**src/rtl/coin_pkg.sv**
```systemverilog
// =============================================================================
// coin_pkg : shared coin types, FSM states and counter width for coin sensing
// Revision : 1.0
// =============================================================================
`default_nettype none

package coin_pkg;

  localparam int COUNT_W       = 21;
  localparam int NICKEL_CENTS  = 5;
  localparam int DIME_CENTS    = 10;
  localparam int QUARTER_CENTS = 25;

  typedef enum logic [1:0] {
    COIN_NONE    = 2'd0,
    COIN_NICKEL  = 2'd1,
    COIN_DIME    = 2'd2,
    COIN_QUARTER = 2'd3
  } coin_t;

  typedef enum logic [1:0] {
    WAIT_LOW = 2'd0,
    IDLE     = 2'd1,
    MEASURE  = 2'd2
  } coin_state_t;

  function automatic int coin_cents(input coin_t c);
    case (c)
      COIN_NICKEL:  return NICKEL_CENTS;
      COIN_DIME:    return DIME_CENTS;
      COIN_QUARTER: return QUARTER_CENTS;
      default:      return 0;
    endcase
  endfunction

endpackage

`default_nettype wire

```
**src/rtl/sync_2ff.sv**
```systemverilog
// =============================================================================
// sync_2ff : two-flop synchroniser with a configurable reset value
// Revision : 1.0
// =============================================================================
`default_nettype none

module sync_2ff #(
  parameter logic RST_VAL = 1'b0
) (
  input  logic clk,
  input  logic rst,
  input  logic i_d,
  output logic o_q
);

  logic r_sync1;
  logic r_sync2;

  always_ff @(posedge clk) begin
    if (rst) begin
      r_sync1 <= RST_VAL;
      r_sync2 <= RST_VAL;
    end else begin
      r_sync1 <= i_d;
      r_sync2 <= r_sync1;
    end
  end

  assign o_q = r_sync2;

endmodule

`default_nettype wire

```
**src/rtl/coin_classifier.sv**
```systemverilog
// =============================================================================
// coin_classifier : measures coin sensor pulse widths, classifies coins, flags jams
// Revision : 1.0
// =============================================================================
`default_nettype none

module coin_classifier
  import coin_pkg::*;
#(
  parameter logic [COUNT_W-1:0] DIME_MIN    = 21'd400000,
  parameter logic [COUNT_W-1:0] DIME_MAX    = 21'd600000,
  parameter logic [COUNT_W-1:0] NICKEL_MIN  = 21'd800000,
  parameter logic [COUNT_W-1:0] NICKEL_MAX  = 21'd1000000,
  parameter logic [COUNT_W-1:0] QUARTER_MIN = 21'd1200000,
  parameter logic [COUNT_W-1:0] QUARTER_MAX = 21'd1400000,
  parameter logic [COUNT_W-1:0] GLITCH_MAX  = 21'd1,
  parameter logic [COUNT_W-1:0] JAM_LIMIT   = 21'd2000000
) (
  input  logic  clk,
  input  logic  reset,
  input  logic  coinSensor,
  output logic  coinValid,
  output coin_t coinType,
  output logic  coinReject,
  output logic  jam
);

  if (!(GLITCH_MAX < DIME_MIN && DIME_MIN <= DIME_MAX && DIME_MAX < NICKEL_MIN &&
        NICKEL_MIN <= NICKEL_MAX && NICKEL_MAX < QUARTER_MIN &&
        QUARTER_MIN <= QUARTER_MAX && QUARTER_MAX < JAM_LIMIT)) begin : g_param_check
    $fatal(1, "coin_classifier: pulse width thresholds are not strictly ordered");
  end

  // Sensor is treated as high out of reset so a coin already in the slot is ignored.
  logic w_sensor;

  sync_2ff #(.RST_VAL(1'b1)) u_sync (
    .clk (clk),
    .rst (reset),
    .i_d (coinSensor),
    .o_q (w_sensor)
  );

  coin_state_t        r_state;
  logic [COUNT_W-1:0] r_count;
  logic [COUNT_W-1:0] w_count_inc;
  logic               r_valid;
  coin_t              r_type;
  logic               r_reject;
  logic               r_jam;

  logic  w_valid;
  logic  w_reject;
  coin_t w_type;

  assign w_count_inc = (&r_count) ? r_count : r_count + COUNT_W'(1);

  always_comb begin
    w_valid  = 1'b0;
    w_reject = 1'b0;
    w_type   = COIN_NONE;
    if (r_count >= DIME_MIN && r_count <= DIME_MAX) begin
      w_valid = 1'b1;
      w_type  = COIN_DIME;
    end else if (r_count >= NICKEL_MIN && r_count <= NICKEL_MAX) begin
      w_valid = 1'b1;
      w_type  = COIN_NICKEL;
    end else if (r_count >= QUARTER_MIN && r_count <= QUARTER_MAX) begin
      w_valid = 1'b1;
      w_type  = COIN_QUARTER;
    end else if (r_count > GLITCH_MAX) begin
      w_reject = 1'b1;
    end
  end

  always_ff @(posedge clk) begin
    if (reset) begin
      r_state  <= WAIT_LOW;
      r_count  <= '0;
      r_valid  <= 1'b0;
      r_type   <= COIN_NONE;
      r_reject <= 1'b0;
      r_jam    <= 1'b0;
    end else begin
      r_valid  <= 1'b0;
      r_type   <= COIN_NONE;
      r_reject <= 1'b0;
      case (r_state)
        WAIT_LOW: begin
          if (!w_sensor) r_state <= IDLE;
        end
        IDLE: begin
          if (w_sensor) begin
            r_state <= MEASURE;
            r_count <= COUNT_W'(1);
          end
        end
        MEASURE: begin
          if (w_sensor) begin
            r_count <= w_count_inc;
            r_jam   <= (w_count_inc >= JAM_LIMIT);
          end else begin
            // Falling edge of the pulse: publish the verdict for the completed width.
            r_valid  <= w_valid;
            r_type   <= w_type;
            r_reject <= w_reject;
            r_jam    <= 1'b0;
            r_state  <= IDLE;
          end
        end
        default: r_state <= WAIT_LOW;
      endcase
    end
  end

  assign coinValid  = r_valid;
  assign coinType   = r_type;
  assign coinReject = r_reject;
  assign jam        = r_jam;

endmodule

`default_nettype wire

```
**config.mk**
```make
export PLATFORM = sky130hd
export DESIGN_NAME = coin_classifier
export DESIGN_NICKNAME = d
export VERILOG_FILES = /design/src/rtl/coin_pkg.sv /design/src/rtl/sync_2ff.sv /design/src/rtl/coin_classifier.sv
export SDC_FILE = /design/constraint.sdc
export NUM_CORES = 1
export LEC_CHECK = 0
export ABC_AREA = 0
export CAP_MARGIN = 20
export CORE_MARGIN = 4
export CORE_UTILIZATION = 61
export CTS_CLUSTER_DIAMETER = 60
export DETAILED_ROUTE_END_ITERATION = 10
export PLACE_DENSITY = 0.8
export SYNTH_ARGS = -nofsm -noshare
export SYNTH_HDL_FRONTEND = slang
export SYNTH_SLANG_ARGS = --single-unit
```
**constraint.sdc**
```tcl
create_clock -name clk -period 3 [get_ports clk]
set_clock_uncertainty 0.2 [all_clocks]
set_input_delay 0.6 -clock clk [delete_from_list [all_inputs] [get_ports clk]]
set_output_delay 0.6 -clock clk [all_outputs]
set_load 0.02 [all_outputs]
```
Yosys cells after proc, flatten, opt, wreduce, memory -nomap -nowiden --
Index checks and enable logic that the tools add are counted.
Storage, ports and cells: bits in registers 30, input port bits 3, output and inout port bits 5, word-level logic and storage cells 51
Cells by class: $add $sub $neg 1, $lt $le $gt $ge 8, eq/ne operators 5, multiplexer cells 15, bitwise gates (word level) 1, reduce and logical (&&, ||, !) cells 12
Operators with widths (count):
- 2-to-1 mux 21 bit | 3
- greater-or-equal comparator 21 bit (second input constant) | 2
- <= comparator 21 x 20 -> 1 bit (second input constant) | 2
- case mux 21 bit (2 select lines) | 1
- adder 21 x 1 -> 21 bit (second input constant) | 1
- greater-or-equal comparator 21 x 19 -> 1 bit (second input constant) | 1
- greater-or-equal comparator 21 x 20 -> 1 bit (second input constant) | 1
- greater-than comparator 21 x 1 -> 1 bit (second input constant) | 1
- <= comparator 21 bit (second input constant) | 1
- AND reduction 21 bit | 1
- 2-to-1 mux 2 bit | 5
- OR reduction 6 bit | 1
- 2-to-1 mux 1 bit | 5
- inequality test 2 x 1 -> 1 bit (second input constant) | 2
- case mux 2 bit (2 select lines) | 1
- OR reduction 4 bit | 1
- logical AND 1 bit | 3
- AND reduction 3 bit | 1
- OR reduction 3 bit | 1
- equality test 2 x 1 -> 1 bit (second input constant) | 1
- equality test 2 bit (second input constant) | 1
- zero test 2 bit | 1
- inequality test 2 bit (second input constant) | 1
- AND reduction 2 bit | 1
- 3 further kinds | 3

Longest topological paths before layout --
Gate-level depths: netlist (run 1).
word-level depth 5, mapped depth 8, mapped depth without buffers 7

Cells and area by module --
From an unflattened synthesis (run 1), not the netlist that was laid out.
Second synthesis, totals: cells, all modules 288, area total of the unflattened synthesis 2165.8 µm²
Modules (own cells, without submodules):
- coin_classifier | times used 1, cells an instance 284, area each 2113.3 µm², seq. area each 560.5 µm²
- sync_2ff | times used 1, cells an instance 4, area each 52.6 µm², seq. area each 40.0 µm²

Worst setup path before layout (run 1) --
Ideal clock, no wire load.
path type flip-flop to flip-flop, start register r_count[0], end register r_jam, in the netlist jam, arrival 2186 ps, path slack 488 ps, stages on the path, launching flop included 9, buffers on the path 1, period minus slack after synthesis 2512 ps, cell sequence dfxtp_1 -> ha_1 -> clkbuf_1 -> nand3_1 -> nor4_4 -> mux2_4 -> or3_1 -> nor4_1 -> o31ai_1
On the way: longest elaborated chain between the ends 4
Ends and longest elaborated chain:
- from (decl) | line coin_classifier.sv:45 | logic [COUNT_W-1:0] r_count;
- from (signal assigned) | line coin_classifier.sv:100 | r_count <= w_count_inc;
- adder 21 x 1 -> 21 bit or AND reduction 21 bit (tied branches) | line coin_classifier.sv:56 | assign w_count_inc = (&r_count) ? r_count : r_count + COUNT_W'(1);
- 2-to-1 mux 21 bit * | line coin_classifier.sv:56
- greater-or-equal comparator 21 bit * | line coin_classifier.sv:101 | r_jam <= (w_count_inc >= JAM_LIMIT);
- 2-to-1 mux 1 bit * | line coin_classifier.sv:99 | if (w_sensor) begin
- to (signal assigned) | line coin_classifier.sv:101
- to (decl) | line coin_classifier.sv:50 | logic r_jam;
Mark *: on every way between the ends. The rest lies on a longest branch, timed or not. A chain may end at the register's enable or synchronous reset.

Final worst setup path (run 1) --
start register r_count[14], end register r_jam, in the netlist jam
Same word-level chain as after synthesis.

==> results of run 1 <==
## layer usage
layer,share of wire [%],global-route usage (%),vias to the layer above
met1,44,36.3,1021
met4,1.2,8.86,0
li1,-,-,1088
met3,9.4,6.99,11
met5,0,0,-
met2,45,44.1,115
## where the power goes
group          switching (mW)  internal [mW]
Sequential            0.00365          0.401
Clock                   0.135          0.194
Combinational          0.0232         0.0110
Total                   0.162          0.606
## cells in the mapped netlist, types with 3 or more instances
| cell type | instances | share of area, % |
|---|---|---|
| o21ai_0 | 17 | 3.9 |
| nand2_1 | 25 | 4.3 |
| a21o_1 | 3 | 1.0 |
| nor2b_1 | 5 | 1.4 |
| a21oi_1 | 22 | 5.1 |
| a311oi_1 | 3 | 1.2 |
| a22oi_1 | 4 | 1.4 |
| nor2_1 | 26 | 4.5 |
| ha_1 | 3 | 1.7 |
| a211oi_1 | 9 | 3.1 |
| inv_1 | 5 | 0.87 |
| nand3b_1 | 3 | 1.0 |
| and4_1 | 4 | 1.6 |
| nor4_1 | 12 | 3.5 |
| clkbuf_1 | 19 | 3.3 |
| buf_2 | 6 | 1.4 |
| and2_1 | 3 | 0.87 |
| nand3_1 | 7 | 1.6 |
| o31ai_1 | 3 | 1.0 |
| nand4_2 | 4 | 2.3 |
| nor3_1 | 11 | 2.5 |
| nand2b_1 | 4 | 1.2 |
| nand4_1 | 10 | 2.9 |
| xor2_1 | 4 | 1.6 |
| or4_1 | 3 | 1.0 |
| dfxtp_1 | 30 | 28 |
| a31oi_1 | 6 | 1.7 |
## stage by stage
stage               instances  utilization (%)  hold WS (ns)  setup WS (ns)
floorplan                 288                -         0.189          0.488
global placement          327             67.0         0.195          0.538
detailed placement        327             67.0         0.204          0.502
CTS                       334             69.4         0.225          0.484
global route              334             69.4         0.235          0.295
finish                    334             69.4         0.220          0.465
## worst max path at each step
stage / start / end / slack, ns / cells after the start
5_1_grt: r_count[1] / jam / 0.30 / 7
3_3_place_gp: r_count[14] / jam / 0.54 / 6
4_1_cts: r_count[14] / jam / 0.48 / 6
2_1_floorplan: r_count[0] / jam / 0.49 / 8
6_report: r_count[14] / jam / 0.47 / 6
3_5_place_dp: r_count[14] / jam / 0.50 / 6
## state kept, by name, indices dropped and copies added (netlist names)
| name | count |
|---|---|
| r_count | 21 |
| coinType | 2 |
| r_state | 2 |
| coinReject | 1 |
| coinValid | 1 |
| jam | 1 |
| u_sync.o_q | 1 |
| u_sync.r_sync1 | 1 |
## critical path: cells and delay by family (launching register included)
family | cells | cell delay [ns]
AOI/OAI and AO/OA | 1 | 0.11
DFF | 1 | 0.63
muxes | 1 | 0.34
and+or+nand+nor | 4 | 1.14
## placed cells by master (no fill, tap or decap), drive strengths merged, types with 2 or more instances in the layout
cell	n
a211o	2
a211oi	11
a21o	5
a21oi	22
a22oi	4
a311oi	3
a31oi	6
a41oi	2
and2	4
and3	2
and4	4
buf	13
clkbuf	6
clkdlybuf4s50	7
dfxtp	30
ha	3
inv	5
nand2	25
nand2b	4
nand3	7
nand3b	3
nand4	14
nor2	26
nor2b	5
nor3	11
nor4	13
o21ai	17
o31ai	4
or2	2
or3	2
or4	3
xor2	4
## logic make-up (layout without fill, tap and decap cells)
group	after synthesis	count (layout)	share of synthesized area (%)
AO/OA/AOI/OAI	87	87	27.4
XOR/XNOR	5	5	2.03
adder cells (fa/ha/maj)	3	3	1.74
buffers and inverters	32	32	6.25
flip-flops	30	30	27.8
multiplexers	2	2	1.16
AND/OR/NAND/NOR	129	129	33.6
## layout make-up
type,instances,area (sq um)
Fill cell,265,1040
Clock inverter,1,30.0
Multi-Input combinational cell,226,1430
Tap cell,46,57.6
Inverter,5,18.8
Sequential cell,30,601
Clock buffer,6,51.3
Timing Repair Buffer,20,168
==> metrics.txt, run 1 <==
outcome=finished clean; CTS tree=yes; Worst-Skew Late Latency=0.33 ns; synth unique cells=56; Total Power=0.768 mW; clk slew on worst S/H paths=0.10 ns; Yosys reg bits=30; die height=67.5 um; first-pass GRT wire length=9.43 mm; Async SR Flop Fraction=0%; wirelength, routed=5.67 mm; Port Buf Inserts=7; initial antenna violation count=0; crit path DAT=2.56 ns; Slew @ Worst Pin=0.655 ns; post-CTS sizing=0; register area share after synthesis=27.8%; vias in the first global route=1964; reg2reg end=jam; Crit-path slowest cell=dfxtp_1; crit path max fanout=16; cell area after layout=2350 sq um; Initial Util=63.8%; CTS H-Tree Depth=2; Die ar.=4560 sq um; cell count after synthesis=288; CP required=3.03 ns; share of layout cells above drive strength 1=12.8%; largest net degree at the start of global routing=28; Setup Viol. Count Final=0; Final min period=2.53 ns; detailed placement HPWL=3.97 mm; setup TNS=0 ns; R2R cell count=6; post-DR vias/cell=6.69; Syn-to-layout area delta=8.80%; Root Buffer=clkbuf_4; IO Pins=8; Routed Antenna Nets=0; Sink Count=30; critical-path cell list=nand4_2, nor4_4, mux2_4, or3_1, nor4_1, o31ai_1; Hold WC Path Type=flip-flop to flip-flop; syn_nets=294; synthesized area=2160 sq um; Crit. End Element=flip-flop; Worst path max stage delay=0.63 ns; DR pass1 iterations=5; max-cap violation count=0; final worst-path cycle share=84.5%; fin. max-slew vios=0; GRT Total Usage=27.6%; reg2reg start=r_count[14]; Slew headroom=55.9%; Post-CTS Hold Fix Bufs=0; Leak=0.840 nW; DRC viols=0; Cell Rows=21; initial DRC count=242; final hold vios=0; Antenna diodes=0; Hold Path Sink=u_sync.o_q; GRT overflow=0; Num CTS Buffers=5; routed vias=2235; Setup CP Type=flip-flop to flip-flop; Worst Setup Start Kind=flip-flop; Hold Path Depth=1; worst-case vdd ir drop=0.000285 V; syn avg cell area=7.50 sq um; core area=3390 sq um; Ys Warns=0; WL/cell=17.0 um; fmax=395 MHz; hold path startpoint=u_sync.r_sync1; GP Congestion=0.943; Most used DFF post-synth=dfxtp_1; Cell Pwr Density=327 nW/um^2; Area after DPL=2270 sq um; clock tree buffer depth=2; RSZ-0062 raised after global routing=false; EDFF count, synth=0; layout net count=294; Setup Buffers After CTS=0; die width=67.5 um; setup slack, reg-to-reg=0.47 ns
No activity file was read; power rests on OpenSTA's default activity.
==> inputs of run 2 (changes only) <==
- clock period: 3 -> 2.4 ns (I/O delays scaled with it)
==> run 2 against run 1 <==
Effect of this change: core utilization is 6.5 points higher; die area stayed put; global-route usage is 0.067 points higher.
==> metrics.txt, run 2 (same netlist as run 1, synthesis figures left out) <==
outcome=finished clean; Root Buffer=clkbuf_4; Worst Setup SP=r_count[4]; WL/cell=17.0 um; final hold vios=0; Antenna diodes=0; worst-case vdd ir drop=0.000367 V; Die ar.=4560 sq um; Area after DPL=2400 sq um; GRT overflow=0; most frequent cells in the layout=buf_4 (30), nor2_1 (26), nand2_1 (25); wirelength, routed=6.00 mm; top layer in use=met4; die width=67.5 um; CP required=2.47 ns; die height=67.5 um; Metal-1 WL=2.54 mm; Cell Pwr Density=405 nW/um^2; layout net count=311; Setup CP Type=flip-flop to flip-flop; initial DRC count=246; GRT Total Usage=27.7%; max-cap violation count=0; clk slew on worst S/H paths=0.10 ns; cell area after layout=2570 sq um; post-DR vias/cell=6.74; setup slack, reg-to-reg=0.07 ns; Initial Util=63.8%; clock tree buffer depth=2; final worst-path cycle share=97.1%; Most flops, register=r_count; reg2reg end=r_count[19]; Port Buf Inserts=7; share of layout cells above drive strength 1=21.9%; DR pass1 iterations=5; commonest non-fill, non-tap cell in the layout=buf_4; max reg flops=21; largest net degree at the start of global routing=18; Worst-Skew Late Latency=0.33 ns; routed vias=2373; fmax=429 MHz; initial antenna violation count=0; met2 wire len=2.78 mm; routed wl met3=611 um; GP Congestion=0.983; Cell Rows=21; crit path DAT=2.40 ns; Total Power=1.04 mW; fin. max-slew vios=0; critical path endpoint=r_count[19]; IO Pins=8; vias in the first global route=2075; Slew headroom=58.1%; Post-CTS Hold Fix Bufs=0; Leak=0.947 nW; Crit. End Element=flip-flop; Worst Setup Start Kind=flip-flop; reg2reg start=r_count[4]; first-pass GRT wire length=9.58 mm; Sink Count=30; Syn-to-layout area delta=19.0%; CTS tree=yes; core area=3390 sq um; Hold WC Path Type=flip-flop to flip-flop; Final min period=2.33 ns; Slew @ Worst Pin=0.629 ns; Fillers=252; Setup Viol. Count Final=0; R2R cell count=9; Num CTS Buffers=5; DRC viols=0; Routed Antenna Nets=0; detailed placement HPWL=4.17 mm; crit path max fanout=9; CTS H-Tree Depth=2
[run 2: changes by cell type in the layout (fill, tap and decap cells not counted), sizes merged]
cell,before,now
clkbuf,6,7
buf,13,30
[run 2: what timing repair did]
action | in CTS | in global routing
setup buffers | 0 | 3
gates resized for setup | 0 | 10
endpoints found under the setup margin | 0 | 2
[run 2: through the flow]
stage	setup WS [ns]	instances	util [%]	TNS, ns	hold slack (ns)
final	0.0693	352	75.9	0	0.222
after global routing	-0.0806	352	75.9	-0.108	0.231
after CTS	0.0649	349	74.1	0	0.226
after detailed placement	0.0906	341	70.9	0	0.198
after global placement	0.135	341	70.9	0	0.193
after floorplan	0.000774	288	-	0	0.189
[run 2: how the worst min path moves through the flow]
stage / to / cells after the start / from
2_1_floorplan: u_sync.o_q / 1 / u_sync.r_sync1
3_3_place_gp: u_sync.o_q / 1 / u_sync.r_sync1
3_5_place_dp: u_sync.o_q / 1 / u_sync.r_sync1
4_1_cts: u_sync.o_q / 1 / u_sync.r_sync1
5_1_grt: u_sync.o_q / 1 / u_sync.r_sync1
6_report: u_sync.o_q / 1 / u_sync.r_sync1
[run 2: final cells by class]
type / count / area, sq um / area share [%]
Multi-Input combinational cell: 226 / 1480 / 57.6
Tap cell: 46 / 57.6 / 2.24
Inverter: 5 / 18.8 / 0.730
Timing Repair Buffer: 37 / 295 / 11.5
Clock buffer: 7 / 76.3 / 2.97
Sequential cell: 30 / 613 / 23.8
Clock inverter: 1 / 30.0 / 1.17
[run 2: routing by layer]
| metal | vias up | track usage [%] |
|---|---|---|
| met2 | 139 | 43.7 |
| met3 | 11 | 5.82 |
| met4 | 0 | 9.37 |
| li1 | 1124 | - |
| met5 | - | 0 |
| met1 | 1099 | 37.4 |
[run 2: where the power goes]
part | internal [mW] | switching (mW) | leakage, nW
sequential | 0.500 | 0.00505 | 0.246
combinational | 0.0148 | 0.0288 | 0.645
clock | 0.311 | 0.182 | 0.0567
[run 2: critical path, stage by stage, from the launching register on]
cell and delay, ns:
dfxtp_1 0.44, nand4_1 0.24, nor4_4 0.38, buf_4 0.24, a211oi_2 0.10, buf_4 0.16, buf_4 0.13, a31oi_1 0.19
nor2_1 0.07, nor3_1 0.11
